==> src/rtl/rf_ctrl_pkg.sv <==
// Shared types and constants for the register-file write path.
// Optional scoreboard feature is selected with the RF_WARB_SCOREBOARD_EN macro
// in rf_write_arbiter.
package rf_ctrl_pkg;

   localparam int RF_ADDR_W = 5;
   localparam int RF_DATA_W = 32;

   localparam logic [RF_ADDR_W-1:0] REG_ZERO = 5'd0;

   // One register-file write: destination and data.
   typedef struct packed {
      logic [RF_ADDR_W-1:0] rd;
      logic [RF_DATA_W-1:0] wd;
   } rf_wr_req_t;

endpackage : rf_ctrl_pkg

==> src/rtl/rf_aux_fifo.sv <==
// Small synchronous FIFO buffering auxiliary (MDU / load return) write requests.
// DEPTH must be a power of two and at least 2; pointers carry one extra wrap bit
// so full and empty can be told apart without a separate count.
module rf_aux_fifo
   import rf_ctrl_pkg::*;
#(
   parameter int DEPTH = 2
) (
   input  logic       clk,
   input  logic       rst,
   input  logic       push,
   input  rf_wr_req_t push_req,
   input  logic       pop,
   output rf_wr_req_t head,
   output logic       full,
   output logic       empty
);

   localparam int PTR_W = $clog2(DEPTH);

   rf_wr_req_t       mem [DEPTH];
   logic [PTR_W:0]   wr_ptr;
   logic [PTR_W:0]   rd_ptr;

   assign empty = (wr_ptr == rd_ptr);
   assign full  = (wr_ptr[PTR_W] != rd_ptr[PTR_W]) &&
                  (wr_ptr[PTR_W-1:0] == rd_ptr[PTR_W-1:0]);
   assign head  = mem[rd_ptr[PTR_W-1:0]];

   // Pointer update; a push into a full FIFO or a pop from an empty one is ignored.
   always_ff @(posedge clk) begin
      if (rst) begin
         wr_ptr <= '0;
         rd_ptr <= '0;
      end else begin
         if (push && !full) begin
            wr_ptr <= wr_ptr + 1'b1;
         end
         if (pop && !empty) begin
            rd_ptr <= rd_ptr + 1'b1;
         end
      end
   end

   // Storage write; entries need no reset because empty masks them.
   always_ff @(posedge clk) begin
      if (!rst && push && !full) begin
         mem[wr_ptr[PTR_W-1:0]] <= push_req;
      end
   end

endmodule : rf_aux_fifo

==> src/rtl/rf_write_arbiter.sv <==
// Single write-port sequencer for the 32x32 register file.
// The writeback stage has fixed priority; auxiliary writes are buffered in
// rf_aux_fifo and protected from starvation by stalling the pipeline.
// Define RF_WARB_SCOREBOARD_EN to build the per-register busy scoreboard;
// otherwise busy_o is tied low and the reservation inputs are ignored.
module rf_write_arbiter
   import rf_ctrl_pkg::*;
#(
   parameter int AUX_DEPTH  = 2,
   parameter int STARVE_MAX = 4
) (
   input  logic                 clk,
   input  logic                 rst,
   input  logic                 pipe_we_i,
   input  logic [RF_ADDR_W-1:0] pipe_rd_i,
   input  logic [RF_DATA_W-1:0] pipe_wd_i,
   input  logic                 aux_valid_i,
   output logic                 aux_ready_o,
   input  logic [RF_ADDR_W-1:0] aux_rd_i,
   input  logic [RF_DATA_W-1:0] aux_wd_i,
   input  logic                 rsv_valid_i,
   input  logic [RF_ADDR_W-1:0] rsv_rd_i,
   output logic                 stall_pipe_o,
   output logic [31:0]          busy_o,
   output logic                 RegWrite_o,
   output logic [RF_ADDR_W-1:0] write_register_o,
   output logic [RF_DATA_W-1:0] write_data_register_o,
   output logic                 rd_blocked_o
);

   localparam logic [3:0] STARVE_LIM = 4'(STARVE_MAX);

   rf_wr_req_t aux_head;
   rf_wr_req_t aux_req;
   rf_wr_req_t wr_next;
   rf_wr_req_t wr_q;
   logic       fifo_full;
   logic       fifo_empty;
   logic       aux_push;
   logic       aux_pop;
   logic       pipe_win;
   logic       we_next;
   logic       we_q;
   logic       stall_q;
   logic [3:0] starve_cnt;
   logic [3:0] starve_next;

   // Ready is forced low during reset so nothing is accepted into a FIFO being cleared.
   assign aux_ready_o = !fifo_full && !rst;
   assign aux_push    = aux_valid_i && aux_ready_o;
   assign aux_req     = '{rd: aux_rd_i, wd: aux_wd_i};

   // Pipe writes to r0 are dropped and leave the slot to the FIFO head.
   assign pipe_win = pipe_we_i && (pipe_rd_i != REG_ZERO);
   assign aux_pop  = !pipe_win && !fifo_empty;

   rf_aux_fifo #(
      .DEPTH (AUX_DEPTH)
   ) u_aux_fifo (
      .clk      (clk),
      .rst      (rst),
      .push     (aux_push),
      .push_req (aux_req),
      .pop      (aux_pop),
      .head     (aux_head),
      .full     (fifo_full),
      .empty    (fifo_empty)
   );

   // Select the write issued next cycle; an r0 head is consumed without a write.
   always_comb begin
      we_next = 1'b0;
      wr_next = '0;
      if (pipe_win) begin
         we_next = 1'b1;
         wr_next = '{rd: pipe_rd_i, wd: pipe_wd_i};
      end else if (aux_pop && (aux_head.rd != REG_ZERO)) begin
         we_next = 1'b1;
         wr_next = aux_head;
      end
   end

   // Count cycles the head waits behind the pipe, saturating at the counter limit.
   always_comb begin
      starve_next = '0;
      if (!fifo_empty && !aux_pop) begin
         starve_next = (starve_cnt == 4'hF) ? starve_cnt : starve_cnt + 4'd1;
      end
   end

   // Registered write port, starvation counter and stall request.
   always_ff @(posedge clk) begin
      if (rst) begin
         we_q       <= 1'b0;
         wr_q       <= '0;
         starve_cnt <= '0;
         stall_q    <= 1'b0;
      end else begin
         we_q       <= we_next;
         wr_q       <= wr_next;
         starve_cnt <= starve_next;
         stall_q    <= (starve_next >= STARVE_LIM);
      end
   end

   assign RegWrite_o            = we_q;
   assign write_register_o      = wr_q.rd;
   assign write_data_register_o = wr_q.wd;
   assign rd_blocked_o          = we_q;
   assign stall_pipe_o          = stall_q;

`ifdef RF_WARB_SCOREBOARD_EN
   logic [31:0] busy_q;
   logic [31:0] busy_set;
   logic [31:0] busy_clr;

   // Reservation sets a bit, an auxiliary pop clears it; set beats clear.
   always_comb begin
      busy_set = '0;
      busy_clr = '0;
      if (rsv_valid_i && (rsv_rd_i != REG_ZERO)) begin
         busy_set[rsv_rd_i] = 1'b1;
      end
      if (aux_pop) begin
         busy_clr[aux_head.rd] = 1'b1;
      end
   end

   // Busy bits register.
   always_ff @(posedge clk) begin
      if (rst) begin
         busy_q <= '0;
      end else begin
         busy_q <= (busy_q & ~busy_clr) | busy_set;
      end
   end

   assign busy_o = busy_q;
`else
   logic unused_rsv;
   assign unused_rsv = ^{rsv_valid_i, rsv_rd_i};
   assign busy_o     = '0;
`endif

   // The pipeline must not request a write while it is being stalled.
   a_stall_protocol : assert property (@(posedge clk) disable iff (rst)
      !(stall_pipe_o && pipe_we_i));

endmodule : rf_write_arbiter

==> config.mk <==
export PLATFORM = sky130hd
export DESIGN_NAME = rf_write_arbiter
export DESIGN_NICKNAME = d
export VERILOG_FILES = /design/src/rtl/rf_ctrl_pkg.sv /design/src/rtl/rf_aux_fifo.sv /design/src/rtl/rf_write_arbiter.sv
export SDC_FILE = /design/constraint.sdc
export NUM_CORES = 1
export LEC_CHECK = 0
export CORE_ASPECT_RATIO = 1.5
export CORE_MARGIN = 8
export CORE_UTILIZATION = 25
export DETAILED_ROUTE_END_ITERATION = 8
export HOLD_SLACK_MARGIN = 0.1
export SETUP_SLACK_MARGIN = 0.1
export SYNTH_ARGS = -nofsm -noshare
export SYNTH_HDL_FRONTEND = slang
export SYNTH_SLANG_ARGS = --single-unit
==> constraint.sdc <==
create_clock -name clk -period 4.4 [get_ports clk]
set_clock_uncertainty 0.1 [all_clocks]
set_input_delay 0.88 -clock clk [delete_from_list [all_inputs] [get_ports clk]]
set_output_delay 0.88 -clock clk [all_outputs]
set_load 0.03 [all_outputs]
==> qor.csv <==
metric,value,unit
run status,"finished, final reports clean",
H-tree depth,4,
Cell variety after synth,41,
Seq cells post-synth,122,
DRC viols,0,
Hold Crit Class,reg -> reg,
"CTS clk-pin slew, worst paths",0.05,ns
post-route ant nets,0,
critical path data arrival time,2.37,ns
ys flop type,edfxtp_1,
max-slew violations,0,
worst-margin pin slew,0.6409,ns
Max Cap Violations,0,
HPWL Detailed,7759,µm
post-CTS setup buffer count,0,
CP Max Fanout,17,
total track usage,9.493,%
CP max stage cell,clkdlybuf4s50_1,
Leakage Power,2.302,nW
Synth Instances,303,
"Hold-fix buffers, CTS",0,
Hold Crit Start,u_aux_fifo.mem[0][26]$_DFFE_PP_,
peak supply drop,0.0002721,V
WS Path Type,in -> out,
Tcrit/Tclk final,76.06,%
endpoints failing hold,0,
Post-Syn Area,4855,µm²
crit-path max cell delay,0.71,ns
post-layout instance area,6750,µm²
share of flip-flops with an asynchronous set or reset,0,%
post-route setup TNS,0,ns
reg2reg setup slack,2.10,ns
DRT Wirelength,11190,µm
via count,2821,
critical path depth,4,
largest cells by area after synthesis,"edfxtp_1, dfxtp_1, o2bb2ai_2",
FF-to-FF path depth,5,
dpl cells,669,
Synth top area share,45.77,%
clock sinks,122,
CTS root buffer,clkbuf_16,
hold worst-path end,write_data_register_o[26]$_SDFF_PP0_,
pwr/cell area,487.5,nW/µm²
full die area,24230,µm²
GPL Wtd Cong,0.7105,
number of DRC markers in iteration 0,89,
syn_area_per_cell,16.02,µm²
Critical Path RT,3.42,ns
"top cells by count, synth","edfxtp_1, dfxtp_1, mux2i_1",
"Clk Latency, worst-skew pair",0.40,ns
hold path cells,2,
CP startpoint kind,primary input,
Filler cells,1876,
Ports,157,
final worst slack,1.054,ns
RSZ-0062 raised after global routing,false,
WL per Instance,15.96,µm
worst r2r src,u_aux_fifo.rd_ptr[0]$_SDFFE_PP0P_,
critical path capture point type,primary output,
Core Box Area,19080,µm²
largest net degree at the start of global routing,39,
Place WS,0.8750,ns
top-count cell post-synth,edfxtp_1,
setup violators final,0,
Overall Power,3.291,mW
critical path's top delay family,buffers and inverters,
share of cells above drive strength 1,16.85,%
total CTS buffers,17,
post-synthesis to final-layout area growth,39.05,%
number of global-route vias before repair,3172,
Synth area leader,edfxtp_1,
IO Port Bufs,118,
Tmin final,3.346,ns
Non-Filler Instances,701,
Finished Core Util,35.37,%
Area after DPL,6185,µm²
RR Endpoint,u_aux_fifo.mem[0][11]$_DFFE_PP_,
CP most frequent cell,clkdlybuf4s50_1,
chip height,186.7,µm
CTS tree,built,
number of synthesis warnings,0,
CTS max path bufs,2,
cts repair resizes,0,
first-pass GRT wire length,17170,µm
global route overflow,0,
initial core utilization,25.44,%
Seq. cell area,3184,µm²
Die Wd,129.8,µm
row cnt,62,
fmax,0.2988,GHz
Slew headroom,57.27,%
buffers plus inverters on the worst setup path,3,
antenna violations before repair,0,
sequential share of the synthesized area,65.57,%
Vias/cell,4.024,
Antenna diodes,0,
DR pass1 iterations,4,
Post-synth EDFFs,74,
area of the multi-input gates,1443,µm²
Layout Nets,517,
Hold WS,0.4318,ns
worst path cell trace,clkdlybuf4s50_1 -> buf_4 -> a21oi_1 -> clkdlybuf4s50_1,
-- tightest hold or removal path: cells and delay by family (launching register included) --
kind | cells | cell delay [ns]
AO/OA/AOI/OAI | 1 | 0.12
multiplexers | 1 | 0.07
flip-flops | 1 | 0.31
-- worst max path at each step --
stage / startpoint / endpoint / slack, ns
final: rst / aux_ready_o / 1.05
after CTS: rst / aux_ready_o / 1.04
after global placement: pipe_rd_i[1] / write_data_register_o[8]$_SDFF_PP0_ / 0.94
after global routing: rst / aux_ready_o / 0.93
after floorplan: rst / u_aux_fifo.mem[1][0]$_DFFE_PP_ / 0.48
after detailed placement: pipe_rd_i[1] / write_data_register_o[8]$_SDFF_PP0_ / 0.87
-- where the power goes --
part / switching, mW / internal [mW] / total [mW]
Combinational: 0.351 / 0.257 / 0.608
Clock: 0.449 / 0.874 / 1.32
Sequential: 0.0480 / 1.31 / 1.36
Total: 0.848 / 2.44 / 3.29
-- cells by family after synthesis --
| kind of cell | after synthesis | synth area share, % |
|---|---|---|
| flops | 122 | 65.57 |
| compound gates | 48 | 12.71 |
| buf+inv | 48 | 7.680 |
| mux | 40 | 8.351 |
| simple gates | 38 | 4.459 |
| xor+xnor | 5 | 0.9020 |
| fa+ha+maj | 1 | 0.2577 |
| other cells | 1 | 0.07725 |
-- registers in the layout (all words and copies together) (netlist names), named ones only --
| name | count |
|---|---|
| u_aux_fifo.rd_ptr | 2 |
| write_data_register_o | 32 |
| RegWrite_o | 1 |
| u_aux_fifo.mem | 74 |
| u_aux_fifo.wr_ptr | 2 |
| starve_cnt | 4 |
| write_register_o | 5 |
| stall_pipe_o | 1 |
-- layout make-up --
cell class / count / share of cell area [%]
sequential: 122 / 47.17
tap: 256 / 4.745
clock inverter: 5 / 1.075
multi-input combinational: 164 / 21.37
timing repair buffer: 124 / 18.17
clock buffer: 27 / 7.303
inverter: 3 / 0.1668
-- layout by cell type, fill, tap and decap left out, types with 2 or more instances in the layout --
master / synthesis / final
clkdlybuf4s50_1: 0 / 118
edfxtp_1: 74 / 74
dfxtp_1: 48 / 47
mux2i_1: 36 / 36
conb_1: 1 / 32
o2bb2ai_2: 26 / 26
clkbuf_16: 0 / 17
a21oi_1: 7 / 7
nand2_1: 7 / 7
nor2_1: 9 / 7
clkbuf_1: 2 / 7
nand3_1: 6 / 6
buf_4: 34 / 6
xnor2_1: 4 / 4
mux2_2: 4 / 4
inv_1: 3 / 3
nor3_1: 3 / 3
o2bb2ai_1: 3 / 3
o2bb2ai_4: 3 / 3
o21ai_0: 3 / 3
clkbuf_8: 1 / 3
nor2_4: 0 / 2
nand2b_1: 2 / 2
a31o_2: 2 / 2
nor2b_1: 2 / 2
clkinv_1: 0 / 2
bufinv_16: 0 / 2
-- per-layer routing --
layer	GRT usage (%)	vias to the layer above	wire (µm)
met2	16.66	120	5767
met5	0	-	0
li1	-	1323	-
met1	9.706	1366	4396
met4	4.441	0	195
met3	3.425	12	826
Power figures use the tool's default switching activity.
